`src/rtl/csel_pkg.sv`:
```
// Constants shared by the carry-select adder and subtractor datapaths.
package csel_pkg;

  localparam int CSEL_SEG = 4;

  function automatic int csel_nseg(input int width, input int seg);
    return width / seg;
  endfunction

endpackage

```
`src/rtl/csel_seg_sub.sv`:
```
// One carry-select subtract segment: both borrow-in cases precomputed, then selected.
module csel_seg_sub #(
  parameter int SEG = csel_pkg::CSEL_SEG
) (
  input  logic [SEG-1:0] i_a,
  input  logic [SEG-1:0] i_b,
  input  logic           i_bin,
  output logic [SEG-1:0] o_diff,
  output logic           o_bout
);

  logic [SEG:0] w_sum0;
  logic [SEG:0] w_sum1;

  // Two's-complement subtract; a set carry out means no borrow.
  assign w_sum0 = {1'b0, i_a} + {1'b0, ~i_b} + {{SEG{1'b0}}, 1'b1};
  assign w_sum1 = {1'b0, i_a} + {1'b0, ~i_b};

  assign o_diff = i_bin ? w_sum1[SEG-1:0] : w_sum0[SEG-1:0];
  assign o_bout = i_bin ? ~w_sum1[SEG] : ~w_sum0[SEG];

endmodule

```
`src/rtl/csel_subtractor_pipe.sv`:
```
// Pipelined carry-select subtractor, one segment resolved per stage, valid/ready streaming.
// Optional signed-overflow output enabled by defining CSEL_OVF_FLAG_EN.
module csel_subtractor_pipe
  import csel_pkg::*;
#(
  parameter int WIDTH = 16,
  parameter int SEG   = CSEL_SEG
) (
  input  logic             clk,
  input  logic             rst_n,
  input  logic             in_valid,
  output logic             in_ready,
  input  logic [WIDTH-1:0] a,
  input  logic [WIDTH-1:0] b,
  input  logic             bin,
  output logic             out_valid,
  input  logic             out_ready,
  output logic [WIDTH-1:0] diff,
  output logic             bout
`ifdef CSEL_OVF_FLAG_EN
  ,
  output logic             ovf
`endif
);

  localparam int NSEG = csel_nseg(WIDTH, SEG);

  logic             w_advance;

  logic             r_vld [NSEG];
  logic             r_brw [NSEG];
  logic [WIDTH-1:0] r_a   [NSEG];
  logic [WIDTH-1:0] r_b   [NSEG];
  logic [WIDTH-1:0] r_d   [NSEG];

  logic             w_vld_in   [NSEG];
  logic             w_brw_in   [NSEG];
  logic [WIDTH-1:0] w_a_in     [NSEG];
  logic [WIDTH-1:0] w_b_in     [NSEG];
  logic [WIDTH-1:0] w_d_in     [NSEG];
  logic [SEG-1:0]   w_seg_d    [NSEG];
  logic             w_seg_bout [NSEG];
  logic [WIDTH-1:0] w_d_next   [NSEG];

  assign w_advance = !r_vld[NSEG-1] | out_ready;
  assign in_ready  = w_advance;

  for (genvar k = 0; k < NSEG; k++) begin : g_stage
    if (k == 0) begin : g_first
      assign w_vld_in[k] = in_valid;
      assign w_brw_in[k] = bin;
      assign w_a_in[k]   = a;
      assign w_b_in[k]   = b;
      assign w_d_in[k]   = '0;
    end else begin : g_next
      assign w_vld_in[k] = r_vld[k-1];
      assign w_brw_in[k] = r_brw[k-1];
      assign w_a_in[k]   = r_a[k-1];
      assign w_b_in[k]   = r_b[k-1];
      assign w_d_in[k]   = r_d[k-1];
    end

    csel_seg_sub #(.SEG(SEG)) u_seg (
      .i_a    (w_a_in[k][k*SEG +: SEG]),
      .i_b    (w_b_in[k][k*SEG +: SEG]),
      .i_bin  (w_brw_in[k]),
      .o_diff (w_seg_d[k]),
      .o_bout (w_seg_bout[k])
    );

    // Splice this segment's result into the already-resolved lower slices.
    assign w_d_next[k] = (w_d_in[k] & ~(WIDTH'({SEG{1'b1}}) << (k*SEG)))
                       | (WIDTH'(w_seg_d[k]) << (k*SEG));
  end

  always_ff @(posedge clk or negedge rst_n) begin
    if (!rst_n) begin
      for (int k = 0; k < NSEG; k++) begin
        r_vld[k] <= 1'b0;
        r_brw[k] <= 1'b0;
        r_a[k]   <= '0;
        r_b[k]   <= '0;
        r_d[k]   <= '0;
      end
    end else if (w_advance) begin
      for (int k = 0; k < NSEG; k++) begin
        r_vld[k] <= w_vld_in[k];
        r_brw[k] <= w_seg_bout[k];
        r_a[k]   <= w_a_in[k];
        r_b[k]   <= w_b_in[k];
        r_d[k]   <= w_d_next[k];
      end
    end
  end

  assign out_valid = r_vld[NSEG-1];
  assign diff      = r_d[NSEG-1];
  assign bout      = r_brw[NSEG-1];

`ifdef CSEL_OVF_FLAG_EN
  logic r_ovf;
  logic w_ovf_next;

  // Operand sign bits ride along in the top slice of the operand pipeline.
  assign w_ovf_next = (w_a_in[NSEG-1][WIDTH-1] != w_b_in[NSEG-1][WIDTH-1])
                    & (w_d_next[NSEG-1][WIDTH-1] != w_a_in[NSEG-1][WIDTH-1]);

  always_ff @(posedge clk or negedge rst_n) begin
    if (!rst_n) begin
      r_ovf <= 1'b0;
    end else if (w_advance) begin
      r_ovf <= w_ovf_next;
    end
  end

  assign ovf = r_ovf;
`endif

endmodule

```
`config.mk`:
```
export PLATFORM = sky130hd
export DESIGN_NAME = csel_subtractor_pipe
export DESIGN_NICKNAME = d
export VERILOG_FILES = /design/src/rtl/csel_pkg.sv /design/src/rtl/csel_seg_sub.sv /design/src/rtl/csel_subtractor_pipe.sv
export SDC_FILE = /design/constraint.sdc
export NUM_CORES = 1
export LEC_CHECK = 0
export CAP_MARGIN = 40
export CORE_ASPECT_RATIO = 0.6
export CORE_UTILIZATION = 55
export DETAILED_ROUTE_END_ITERATION = 8
export PLACE_DENSITY_LB_ADDON = 0.15
export SETUP_SLACK_MARGIN = 0.4
export SLEW_MARGIN = 20
export SYNTH_ARGS = -nofsm -noshare
export SYNTH_HDL_FRONTEND = slang
export SYNTH_HIERARCHICAL = 1
export SYNTH_SLANG_ARGS = --single-unit
```
`constraint.sdc`:
```
create_clock -name clk -period 6.9 [get_ports clk]
set_clock_uncertainty 0.05 [all_clocks]
set_input_delay 0.69 -clock clk [delete_from_list [all_inputs] [get_ports clk]]
set_output_delay 0.69 -clock clk [all_outputs]
set_load 0.01 [all_outputs]
```
==> impl_metrics.py, run 1 <==
metrics = {
    "die": {
        "die_x_um": 124,
        "fp-row-count": 26,
        "initial_utilization_pct": 57.4,
        "die_y_um": 75.3,
        "io_pins": 56,
        "core_area_um2": 8590,
        "die_area_um2": 9360,
    },
    "power_and_ir_drop": {
        "peakVddDrop_v": 0.000317,
        "power_w": 0.00280,
        "power_density_nw_per_um2": 487,
        "p_leak_nw": 2.61,
    },
    "synth": {
        "synth-edff-count": 0,
        "yosysWarningCount": 6,
        "ys_types": 34,
        "syn_inst": 362,
        "synth_top_cell_area_share_pct": 48.7,
        "synth-seq-area-share_pct": 48.7,
        "ys_top_cells_by_area": "dfrtp_1 (49%), mux2_2 (16%), mux2_4 (8.5%)",
        "synth_area_um2": 4930,
        "ys_async_sr_fraction_pct": 100,
        "syn_nets": 423,
        "synth_area_per_cell_um2": 13.6,
        "synth_top_area_cell": "dfrtp_1",
        "synth_ff_type": "dfrtp_1",
        "synth-seq-cells": 96,
    },
    "sta": {
        "period_share_pct": 45.5,
        "max_slew_margin_pct": 52.6,
        "period_minus_slack_ns": 3.14,
        "grt_setup_unrepaired": "no",
        "clock.fmax_ghz": 0.318,
        "tns_ns": 0,
        "worst_slew_pin_slew_ns": 0.712,
        "finalHoldViolCount": 0,
        "finalSetupViolCount": 0,
        "maxSlewViolCount": 0,
    },
    "routing": {
        "drt_iter0_drc": 108,
        "routed_wl_um": 8000,
        "vias": 2724,
        "first_pass_iters": 4,
        "drc_errors": 0,
        "wl_per_cell_um": 15.4,
        "viasPerCell": 5.24,
        "drtAntennaViolNets": 0,
    },
    "cts": {
        "cts_tree": "done",
        "hold_buffers": 0,
        "path_clk_slew_ns": 0.06,
        "clockBufferDepth": 2,
        "post_cts_resized": 0,
        "cts_max_level": 3,
        "cts_sinks": 96,
        "cts_setup_buffers": 0,
        "clock_latency_ns": 0.34,
        "cts_root_buffer": "clkbuf_16",
        "cts_buffers": 9,
    },
    "layout": {
        "layout.area.seq_um2": 2400,
        "final_layout_size_suffix_gt1_share_pct": 30.4,
        "area_delta_synth_final_pct": 16.6,
        "final_cells": 520,
        "fin_nets": 464,
        "layout_common_cells": "dfrtp_1 (96), mux2_2 (69), clkdlybuf4s50_1 (54), inv_1 (29), mux2_4 (28)",
        "num_antenna_cells": 0,
        "multi_input_area_um2": 2210,
        "nFillCells": 662,
        "final_common_cell": "dfrtp_1",
    },
    "critical_path": {
        "max_stage_delay_ns": 0.67,
        "worstPathArrival_ns": 2.40,
        "critPathRequiredTime_ns": 6.16,
        "critPathBufInv": 2,
        "worst_path_max_delay_cell": "clkdlybuf4s50_1",
        "critPathCaptureType": "output port",
        "crit_chain": "clkdlybuf4s50_1, nand2b_4, clkdlybuf4s50_1",
        "cp-start-kind": "input port",
        "cp_common_cell": "clkdlybuf4s50_1",
        "cp_max_fo": 47,
        "critPathTopFamily": "buffers and inverters",
        "critical_path_class": "in -> out",
    },
    "global_route": {
        "grt_pass1_vias": 2802,
        "grt-ovfl-total": 0,
        "grt_max_degree": 52,
        "grt_pass1_wl_um": 13900,
        "grtUsageTotal_pct": 19.5,
        "grt_antenna_before_repair": 0,
    },
    "job": {
        "cap_violations": 0,
    },
    "placement": {
        "dp.cells": 504,
        "port_buffers": 55,
        "gp_congestion": 0.804,
        "dp_hpwl_um": 5500,
    },
    "run_status": {
        "status": "completed",
    },
    "min_path": {
        "hp-class": "in -> async",
    },
}
-- routing by layer --
metal	up-vias	routed length, um	GRT usage [%]
li1	1311	-	-
met1	1346	4150	27.6
met2	56	3450	29.2
met3	11	277	5.48
met4	0	119	7.10
met5	-	0	0
-- through the flow --
step	worst slack (ns)	area, um^2	util, %	hold WS (ns)
after floorplan	4.34	4930	-	0.344
after global placement	3.75	5430	63.2	0.391
after detailed placement	3.74	5430	63.2	0.413
after CTS	3.75	5750	66.9	0.320
after global routing	3.69	5750	66.9	0.348
final	3.76	5750	66.9	0.307
-- logic make-up after synthesis --
family,share of synthesized area (%)
muxes,25.5
DFF,48.7
buffers and inverters,6.39
and+or+nand+nor,5.53
adders and majority gates,6.70
AOI/OAI and AO/OA,2.99
xor gates and xnor gates,4.16
-- cells in the mapped netlist (5+ instances only) --
library cell  count
a21oi_1          10
buf_2             6
buf_4            16
buf_6             5
dfrtp_1          96
ha_1             20
inv_1            29
mux2_2           69
mux2_4           28
mux2i_1           6
nand2b_1         10
nand3_1           6
nor2_1            8
xnor2_1          15
-- worst reg2reg max path, stage by stage (launching register included) --
cell and delay, ns:
dfrtp_1 0.38, inv_1 0.06, ha_1 0.16, inv_1 0.06
fa_1 0.48, inv_1 0.09, ha_1 0.18, nand2b_1 0.11
or3b_1 0.37, mux2i_1 0.20, a2bb2oi_2 0.17, mux2_2 0.15
-- state kept, by name, indices dropped and copies added (netlist names) --
| name | cells |
|---|---|
| r_vld | 3 |
| r_brw | 3 |
| bout | 1 |
| r_a | 24 |
| out_valid | 1 |
| r_b | 24 |
| diff | 16 |
| r_d | 24 |
-- final cells by class --
cell class / instances / area share [%]
well taps: 112 / 2.44
clock inverters: 7 / 1.65
clock buffers: 9 / 3.92
multi-input cells: 210 / 38.5
inverters: 29 / 1.89
flip-flops and latches: 96 / 41.8
repair buffers: 57 / 9.80
-- power breakdown --
group	internal [W]	switching, W	total, W
combinational	0.000759	0.000545	0.00130
sequential	0.000813	0.000149	0.000962
clock	0.000318	0.000214	0.000532
-- final timing paths --
path	cells past startpoint	end	startpoint	slack, ns
max	3	in_ready	out_ready	3.76
min reg2reg	1	out_valid	r_vld[1]	0.42
min in group clk	1	out_valid	r_vld[1]	0.42
max in group asynchronous	2	diff[12]	rst_n	5.46
min	1	diff[5]	rst_n	0.31
max reg2reg	11	r_brw[2]	r_b[52]	4.38
(Power assumes the default switching activity.)
==> run 2: changes to the inputs <==
--- a/config.mk
+++ b/config.mk
@@ -7,7 +7,7 @@
 export LEC_CHECK = 0
 export CAP_MARGIN = 40
 export CORE_ASPECT_RATIO = 0.6
-export CORE_UTILIZATION = 55
+export CORE_UTILIZATION = 51
 export DETAILED_ROUTE_END_ITERATION = 8
 export PLACE_DENSITY_LB_ADDON = 0.15
 export SETUP_SLACK_MARGIN = 0.4
==> constraint.sdc (replaced) <==
create_clock -name clk -period 2.7 [get_ports clk]
set_clock_uncertainty 0.05 [all_clocks]
set_input_delay 0.27 -clock clk [delete_from_list [all_inputs] [get_ports clk]]
set_output_delay 0.27 -clock clk [all_outputs]
set_load 0.01 [all_outputs]
==> run 2 against run 1 <==
  * Critical path depth increased by 8
  * Non-clock buffer count increased by 18
  * First-iteration DRC count decreased by 27%
  * Wire length increased by 4.8%
  * Largest cell class unchanged
  * Largest power group unchanged
  * Global-route usage decreased by 0.90 points
  * Critical endpoint is now r_d[26]
  * Cell count increased by 6.9%
  * Cell area increased by 6.1%
==> impl_metrics.py, run 2 (synthesis gave the netlist of run 1 again) <==
metrics = {
    "sta": {
        "clock.fmax_ghz": 0.417,
        "max_slew_margin_pct": 57.4,
        "tns_ns": 0,
        "period_share_pct": 88.7,
        "finalHoldViolCount": 0,
        "grt_setup_unrepaired": "yes",
        "maxSlewViolCount": 0,
        "finalWorstSetupSlack_ns": 0.304,
        "finalSetupViolCount": 0,
        "worst_slew_pin_slew_ns": 0.639,
        "period_minus_slack_ns": 2.40,
    },
    "run_status": {
        "status": "completed",
    },
    "global_route": {
        "grt_util_met3_pct": 5.66,
        "grt-ovfl-total": 0,
        "busiest_layer": "met2",
        "grt_antenna_before_repair": 0,
        "grtUsageTotal_pct": 18.6,
        "grt_pass1_wl_um": 14100,
        "grtUsageMet1_pct": 26.1,
        "grt_max_degree": 61,
        "grt_pass1_vias": 2850,
        "grt_use_met2_pct": 27.0,
    },
    "critical_path": {
        "cp_max_fo": 4,
        "worst_path_max_delay_cell": "fa_2",
        "critPathRequiredTime_ns": 2.88,
        "cp_common_cell": "inv_2",
        "critical_path_class": "reg -> reg",
        "cp-start-kind": "flip-flop",
        "regToRegStartpoint": "r_b[40]",
        "worstPathArrival_ns": 2.58,
        "rrSetupSlack_ns": 0.30,
        "ff2ff_path_depth": 11,
        "worst_r2r_endpoint": "r_d[26]",
        "crit_chain": "inv_2, ha_4, inv_2, fa_2, inv_2, ha_4, and2b_2, buf_6, buf_6, xor2_2, mux2_4",
        "crit_path_end": "r_d[26]",
        "critPathCaptureType": "flip-flop",
        "crit_start": "r_b[40]",
        "max_stage_delay_ns": 0.53,
    },
    "layout": {
        "top_regs": "r_a (24), r_b (24), r_d (24)",
        "final_layout_size_suffix_gt1_share_pct": 39.2,
        "num_antenna_cells": 0,
        "post-route-util_pct": 65.7,
        "fin_nets": 482,
        "layout_common_cells": "dfrtp_1 (96), mux2_2 (64), clkdlybuf4s50_1 (52), mux2_4 (33), inv_1 (20)",
        "final_cells": 556,
        "nFillCells": 690,
        "area_delta_synth_final_pct": 23.7,
        "final_common_cell": "dfrtp_1",
    },
    "routing": {
        "drtAntennaViolNets": 0,
        "first_pass_iters": 4,
        "vias": 2827,
        "drt_iter0_drc": 79,
        "drc_errors": 0,
        "routed_wl_um": 8380,
        "wl_per_cell_um": 15.1,
        "viasPerCell": 5.08,
    },
    "placement": {
        "gp_congestion": 0.797,
        "dp_hpwl_um": 5680,
        "dp.cells": 524,
        "pre_cts_ws_ns": -0.0824,
        "port_buffers": 55,
    },
    "min_path": {
        "hp-class": "reg -> reg",
    },
    "cts": {
        "clockBufferDepth": 2,
        "cts_buffers": 9,
        "path_clk_slew_ns": 0.06,
        "cts_tree": "done",
        "clock_latency_ns": 0.34,
        "cts_max_level": 3,
        "cts_root_buffer": "clkbuf_16",
        "cts_sinks": 96,
    },
    "power_and_ir_drop": {
        "p_leak_nw": 2.73,
        "power_w": 0.00785,
        "peakVddDrop_v": 0.000750,
        "power_density_nw_per_um2": 1290,
    },
    "die": {
        "core_area_um2": 9290,
        "fp-row-count": 27,
        "die_area_um2": 10100,
        "io_pins": 56,
        "die_x_um": 129,
        "die_y_um": 78.2,
        "initial_utilization_pct": 53.1,
    },
    "job": {
        "cap_violations": 0,
    },
}
-- run 2: worst min-delay path by stage --
stage                   from   endpoint  slack (ns)  cells past startpoint
floorplan              rst_n       bout       -0.08                      0
global placement       rst_n    diff[0]        0.28                      1
finish              r_vld[1]  out_valid        0.42                      1
CTS                 r_vld[1]  out_valid        0.42                      1
global route        r_vld[1]  out_valid        0.44                      1
detailed placement     rst_n    diff[0]        0.28                      1
-- run 2: where the power goes --
part	switching (W)	internal [W]
Sequential	0.000379	0.00208
Clock	0.000525	0.000770
Combinational	0.00165	0.00245
-- run 2: final cells by class --
class,instances,area [um^2],share of cell area (%)
Clock buffer,12,256,4.20
Clock inverter,4,51.3,0.841
Inverter,29,109,1.78
Multi-Input combinational cell,210,2390,39.2
Sequential cell,96,2400,39.4
Tap cell,130,163,2.67
Timing Repair Buffer,75,731,12.0
-- run 2: per-layer routing --
layer / wire length [um] / up-vias
met2: 3730 / 48
met1: 4180 / 1414
met4: 140 / 0
li1: - / 1350
met3: 326 / 15
met5: 0 / -
-- run 2: what timing repair did --
item                                    in CTS  in global routing
hold endpoints to repair                    48                  0
endpoints found under the setup margin       4                 10
pin swaps                                    9                 11
hold buffers                                 1                  0
gates resized for setup                     18                 27
buffers inserted                             6                  9
-- run 2: critical path: cells and delay by family (launching register included) --
| kind | cells | cell delay [ns] |
|---|---|---|
| simple gates | 1 | 0.22 |
| flops | 1 | 0.39 |
| buf+inv | 5 | 0.38 |
| fa+ha+maj | 3 | 0.80 |
| mux | 1 | 0.26 |
| xor+xnor | 1 | 0.17 |
-- run 2: through the flow --
stage | cell area, um^2 | hold slack [ns]
2_1_floorplan | 4930 | -0.0756
3_3_place_gp | 5490 | 0.275
3_5_place_dp | 5490 | 0.280
4_1_cts | 5900 | 0.423
5_1_grt | 6100 | 0.441
6_report | 6100 | 0.418
